<file path="config.mk">
export PLATFORM = sky130hd
export DESIGN_NAME = axis_downsizer
export DESIGN_NICKNAME = d
export VERILOG_FILES = /design/src/rtl/axis_downsizer.sv
export SDC_FILE = /design/constraint.sdc
export NUM_CORES = 1
export LEC_CHECK = 0
export BUFFER_PORTS_ARGS = -buffer_cell sky130_fd_sc_hd__buf_4
export CORE_AREA = 2 2 61 63
export DETAILED_ROUTE_END_ITERATION = 8
export DIE_AREA = 0 0 63 65
export GPL_TIMING_DRIVEN = 0
export HOLD_SLACK_MARGIN = 0.15
export PLACE_DENSITY = 0.92
export SYNTH_ARGS = -nofsm -noshare
export SYNTH_HDL_FRONTEND = slang
export SYNTH_SLANG_ARGS = --single-unit
</file>
<file path="constraint.sdc">
create_clock -name clk -period 2.5 [get_ports clk]
set_input_delay 0.25 -clock clk [delete_from_list [all_inputs] [get_ports clk]]
set_output_delay 0.25 -clock clk [all_outputs]
set_load 0.05 [all_outputs]
</file>
<file path="src/rtl/axis_downsizer.sv">
// Serializes one wide AXI-Stream beat into RATIO narrow beats, low or high slice first.
// Latency: first narrow beat is valid the cycle after the wide beat is accepted; no bubbles between words.
// Backpressure: wide tready rises only when empty or when the last slice is handshaking.
module axis_downsizer #(
    parameter int RATIO     = 4,
    parameter bit LSB_FIRST = 1'b1,
    parameter int NW        = 8,
    parameter int WW        = NW * RATIO
) (
    input  logic          clk,
    input  logic          rst,
    output logic          axis_mif_tvalid,
    output logic [NW-1:0] axis_mif_tdata,
    input  logic          axis_mif_tready,
    input  logic          axis_sif_tvalid,
    input  logic [WW-1:0] axis_sif_tdata,
    output logic          axis_sif_tready,
    input  logic          invalidate
);

    localparam int CW = (RATIO > 1) ? $clog2(RATIO) : 1;
    localparam logic [CW-1:0] LAST_IDX = CW'(RATIO - 1);

    generate
        if (RATIO < 2) begin : g_bad_ratio
            $fatal(1, "axis_downsizer: RATIO must be at least 2");
        end
        if (NW <= 0) begin : g_bad_nw
            $fatal(1, "axis_downsizer: narrow width must be positive");
        end
        if (WW != RATIO * NW) begin : g_bad_ww
            $fatal(1, "axis_downsizer: wide width must equal RATIO * narrow width");
        end
    endgenerate

    typedef enum logic {
        EMPTY = 1'b0,
        SEND  = 1'b1
    } state_t;

    state_t          state_q, state_d;
    logic [CW-1:0]   cnt_q, cnt_d;
    logic [WW-1:0]   buf_q, buf_d;
    logic            tvalid_q;
    logic            last;
    logic            m_hs;
    logic            s_hs;
    logic [CW-1:0]   idx;
    logic [NW-1:0]   slice;

    assign tvalid_q = (state_q == SEND);
    assign last     = (cnt_q == LAST_IDX);
    assign m_hs     = tvalid_q && axis_mif_tready;

    // Accepting on the last-slice handshake is what keeps the narrow side gap-free.
    assign axis_sif_tready = !rst && !invalidate && (!tvalid_q || (axis_mif_tready && last));
    assign s_hs            = axis_sif_tvalid && axis_sif_tready;

    always_comb begin
        idx = LSB_FIRST ? cnt_q : (LAST_IDX - cnt_q);
    end

    always_comb begin
        slice = buf_q[int'(idx) * NW +: NW];
    end

    assign axis_mif_tvalid = !rst && tvalid_q;
    assign axis_mif_tdata  = rst ? '0 : slice;

    always_comb begin
        state_d = state_q;
        cnt_d   = cnt_q;
        buf_d   = buf_q;
        if (invalidate) begin
            state_d = EMPTY;
            cnt_d   = '0;
        end else if (s_hs) begin
            buf_d   = axis_sif_tdata;
            cnt_d   = '0;
            state_d = SEND;
        end else if (m_hs && !last) begin
            cnt_d   = cnt_q + 1'b1;
        end else if (m_hs && last) begin
            state_d = EMPTY;
            cnt_d   = '0;
        end
    end

    always_ff @(posedge clk) begin
        if (rst) begin
            state_q <= EMPTY;
            cnt_q   <= '0;
            buf_q   <= '0;
        end else begin
            state_q <= state_d;
            cnt_q   <= cnt_d;
            buf_q   <= buf_d;
        end
    end

endmodule

</file>
==> results.md <==
- After detailed routing, the average wire length per cell comes to ~16 µm.
- The pre-CTS setup slack is 0.7266 ns.
- The number of cells upsized or downsized after cts is 0.
- Detailed placement ended at an HPWL of 3239 µm.
- Summed over all instances, the cell type with the most area after synthesis is sky130_fd_sc_hd__dfxtp_1.
- The kind of end point of the critical path is an output port.
- The count of pins on the block boundary is 47.
- Port buffering added 44 buffers.
- The effective utilization at floorplan is 0.5279.
- The largest individual stage delay along the critical path comes from the cell sky130_fd_sc_hd__mux4_2.
- Setup repair after global routing left no endpoint under its margin.
- After synthesis, the most frequently instantiated cells are sky130_fd_sc_hd__dfxtp_1, sky130_fd_sc_hd__a21oi_1, sky130_fd_sc_hd__nand2b_1, sky130_fd_sc_hd__a31o_1, sky130_fd_sc_hd__nor2b_1.
- The number of placement rows is 22.
- Clock tree synthesis found a total of 35 sinks.
- The finished cells cover around 0.0026 mm².
- Among all flip-flop cells after synthesis, the most frequent one is sky130_fd_sc_hd__dfxtp_1.
- The maximum level of the CTS H-tree is 2.
- The vias per cell is 5.420.
- The number of antenna violations at the first check in global routing is 0.
- The area growth from synthesis to layout is 41.22%.
- Dividing total power by cell area gives a power density of 440.6 mW/mm².
- In this run the post-CTS setup repair buffer count came out at 0.
- The number of nets handed over by synthesis was approximately 220.
- Across the VDD grid, the largest voltage drop is between 0.0002 and 0.0003 V.
- TritonCTS built the clock tree.
- The worst max-slew margin expressed relative to the limit is 0.6653.
- For this run, the register share of the synthesized area comes to 0.3797.
- After detailed placement, the total cell area comes to between 0.002 and 0.0025 mm².
- The portion of synthesized cell area occupied by the leading cell type is 0.3797.
- Once layout is complete, the cells apart from fillers number 317.
- The final worst clock skew is roughly 0.016 ns.
- The sum of internal, switching and leakage power is around 1.1 mW.
- The buffer depth of the longest clock path is 2.
- The via count of the first global-routing pass was between 1500 and 2000.
- The net count of the finished layout is 306.
- Counting both buffers and inverters, the worst setup path holds a total of 2.
- The floorplan step defined a core boundary enclosing 0.003496 mm².
- Across all hold checks on the routed design, the worst slack comes to 0.2273 ns.
- The number of enable flip-flop cells after synthesis is 0.
- The first detailed-routing pass took 4 iterations.
- On the critical path the largest part of the delay comes from multiplexers.
- The number of pins with negative max-slew slack in the final report is 0.
- The post-route core utilization is 0.7455.
- The max-cap violation count is 0.
- The die footprint is 0.004095 mm².
- The total count of hold-check failures in the final report came to 0.
- The global route total overflow is 0.
- The total via count in the routed design is about 1700.
- The final worst-path setup slack is between 0.3 and 0.4 ns.
- The number of DRC violations after detailed-routing iteration 0 is 94.
- The synthesized netlist occupies a cell area of approximately 0.0018 mm².
- The aggregate global-route resource usage is 0.2610.
- The largest fanout on the critical path is 10.
- The total of flip-flops plus latches after synthesis is 35.
- The run finished with clean final reports.
- The mean instance size in the synthesized netlist is 9.976 µm².
- Summing all multi-input logic gate instances after layout gives roughly 0.001 mm².
- Routability-driven placement finished with a final weighted congestion of 0.7992.
- The chip height is roughly 65 µm.
- The class of the most critical hold timing path is input pin to flop.
- The cell with the most instances on the worst path is sky130_fd_sc_hd__buf_4.
- The later pin in the worst-skew pair is clocked with a latency of around 0.34 ns.
- The clock input transition at the sequential cells of the worst setup and hold paths is about 0.11 ns.
- The die is 63 µm wide.
- The number of clock buffers added by TritonCTS is 5.
- Adding up every negative setup slack in the final design gives 0 ns.
- In the final layout, the share of cells above drive strength 1 is 0.2862.
- After synthesis, the share of flip-flops with an asynchronous set or reset is 0.
- sky130_fd_sc_hd__dfxtp_1 is the most common cell in the netlist.
- The layout filler cell count is between 200 and 250.
- In this run, placement finished with an instance count of approximately 280.
- The number of diodes added for antenna fixing is 0.
- The critical path launch point type is a flop.
- The required time of the critical path is roughly 2.3 ns.
- The pin slew with the least headroom to its limit is roughly 0.5 ns.
- Entering global routing, the biggest net connects 11 pins.
- In this design, the stage delay of the slowest critical-path cell is 0.53 ns.
- The number of setup violations in the final report is 0.
- The library cell used as clock root buffer is sky130_fd_sc_hd__clkbuf_4.
- STA puts the critical path data arrival time at 1.89 ns.
- The global-route wire length before repair is 8197 µm.
- The synthesized netlist contains 23 unique library cells.
- The achievable clock frequency is between 0.4 and 0.5 GHz.
- The final period demand of the worst path is 2.145 ns.
- The ratio of final minimum period to clock period is 0.8580.
- Traced cell by cell, the critical path runs through buf_4 -> mux4_2 -> nor2b_1 -> buf_4.
- In the post-synthesis netlist, the biggest area contributors are sky130_fd_sc_hd__dfxtp_1, sky130_fd_sc_hd__a31o_1, sky130_fd_sc_hd__nand2b_1, sky130_fd_sc_hd__mux4_2, sky130_fd_sc_hd__a21oi_1.
- The gate count after technology mapping is between 150 and 200.
- The startpoint-to-endpoint class of the critical path is flop to output port.
- The register cell area after layout is 700.7 µm².
- The residual DRC count is 0.
- The total routed wirelength is 4991 µm.
- The Yosys step of the flow raised 0 warnings.
- In this run the remaining antenna-violating nets after routing total 0.
- The leakage dissipation is about 1.1 nW.
layout by cell type (no fill, tap or decap), drive strengths merged:
master / count
a31o: 32
ha: 1
nor2: 2
clkinv: 1
nand2: 1
and4b: 1
a21oi: 33
a31oi: 1
buf: 57
nor3b: 1
a21boi: 2
clkbuf: 14
a21bo: 1
dfxtp: 35
o21ai: 2
nor3: 1
mux4: 8
nand2b: 33
nor2b: 10
o21a: 1
dlygate4sd3: 32
sequential cells by signal (all words and copies together), names as in the netlist:
register,cells
cnt_q,2
buf_q,32
state_q,1
worst min-delay path, delay by kind of cell:
family / cells / cell delay (ns)
buffers and inverters: 1 / 0.13
AO/OA/AOI/OAI: 1 / 0.08
AND/OR/NAND/NOR: 1 / 0.06
layout make-up:
| type | instances | share of cell area |
|---|---|---|
| repair buffers | 76 | 0.2496 |
| clock inverters | 1 | 0.001920 |
| multi-input cells | 130 | 0.3898 |
| clock buffers | 7 | 0.01728 |
| well taps | 48 | 0.02304 |
| flip-flops and latches | 35 | 0.2688 |
| plain buffers | 20 | 0.04945 |
report_power, final:
part	internal (mW)	switching (mW)	leakage, nW
sequential	0.586	0.0179	0.286
combinational	0.138	0.108	0.743
clock	0.110	0.189	0.0293
total	0.833	0.315	1.06
repair_timing:
item / in CTS / in global routing
endpoints found under the setup margin: 0 / 0
endpoints found under the hold margin: 32 / 0
hold buffers: 32 / 0
worst paths after layout:
path / start / endpoint / slack, ns / depth (start not counted)
worst max-delay path: cnt_q[0] / axis_mif_tdata[1] / 0.36 / 4
worst min-delay path: axis_mif_tready / cnt_q[0] / 0.23 / 3
worst max register to register: cnt_q[0] / buf_q[25] / 0.95 / 5
worst min register to register: state_q / cnt_q[0] / 0.55 / 1
layer usage:
| layer | vias to the layer above | GRT usage | wire [µm] |
|---|---|---|---|
| met2 | 54 | 0.4681 | 2529 |
| met4 | 0 | 0.09722 | 89 |
| met1 | 811 | 0.3044 | 2119 |
| li1 | 842 | - | - |
| met5 | - | 0 | 0 |
| met3 | 11 | 0.05729 | 253 |
logic make-up (layout without fill, tap and decap cells):
| logic type | after synthesis | after routing | share of synthesized area |
|---|---|---|---|
| compound gates | 72 | 72 | 0.2698 |
| fa+ha+maj | 1 | 1 | 0.006779 |
| buf+inv | 20 | 104 | 0.06983 |
| flops | 35 | 35 | 0.3797 |
| mux | 8 | 8 | 0.09763 |
| simple gates | 49 | 49 | 0.1763 |
No activity file was read; power rests on OpenSTA's default activity.
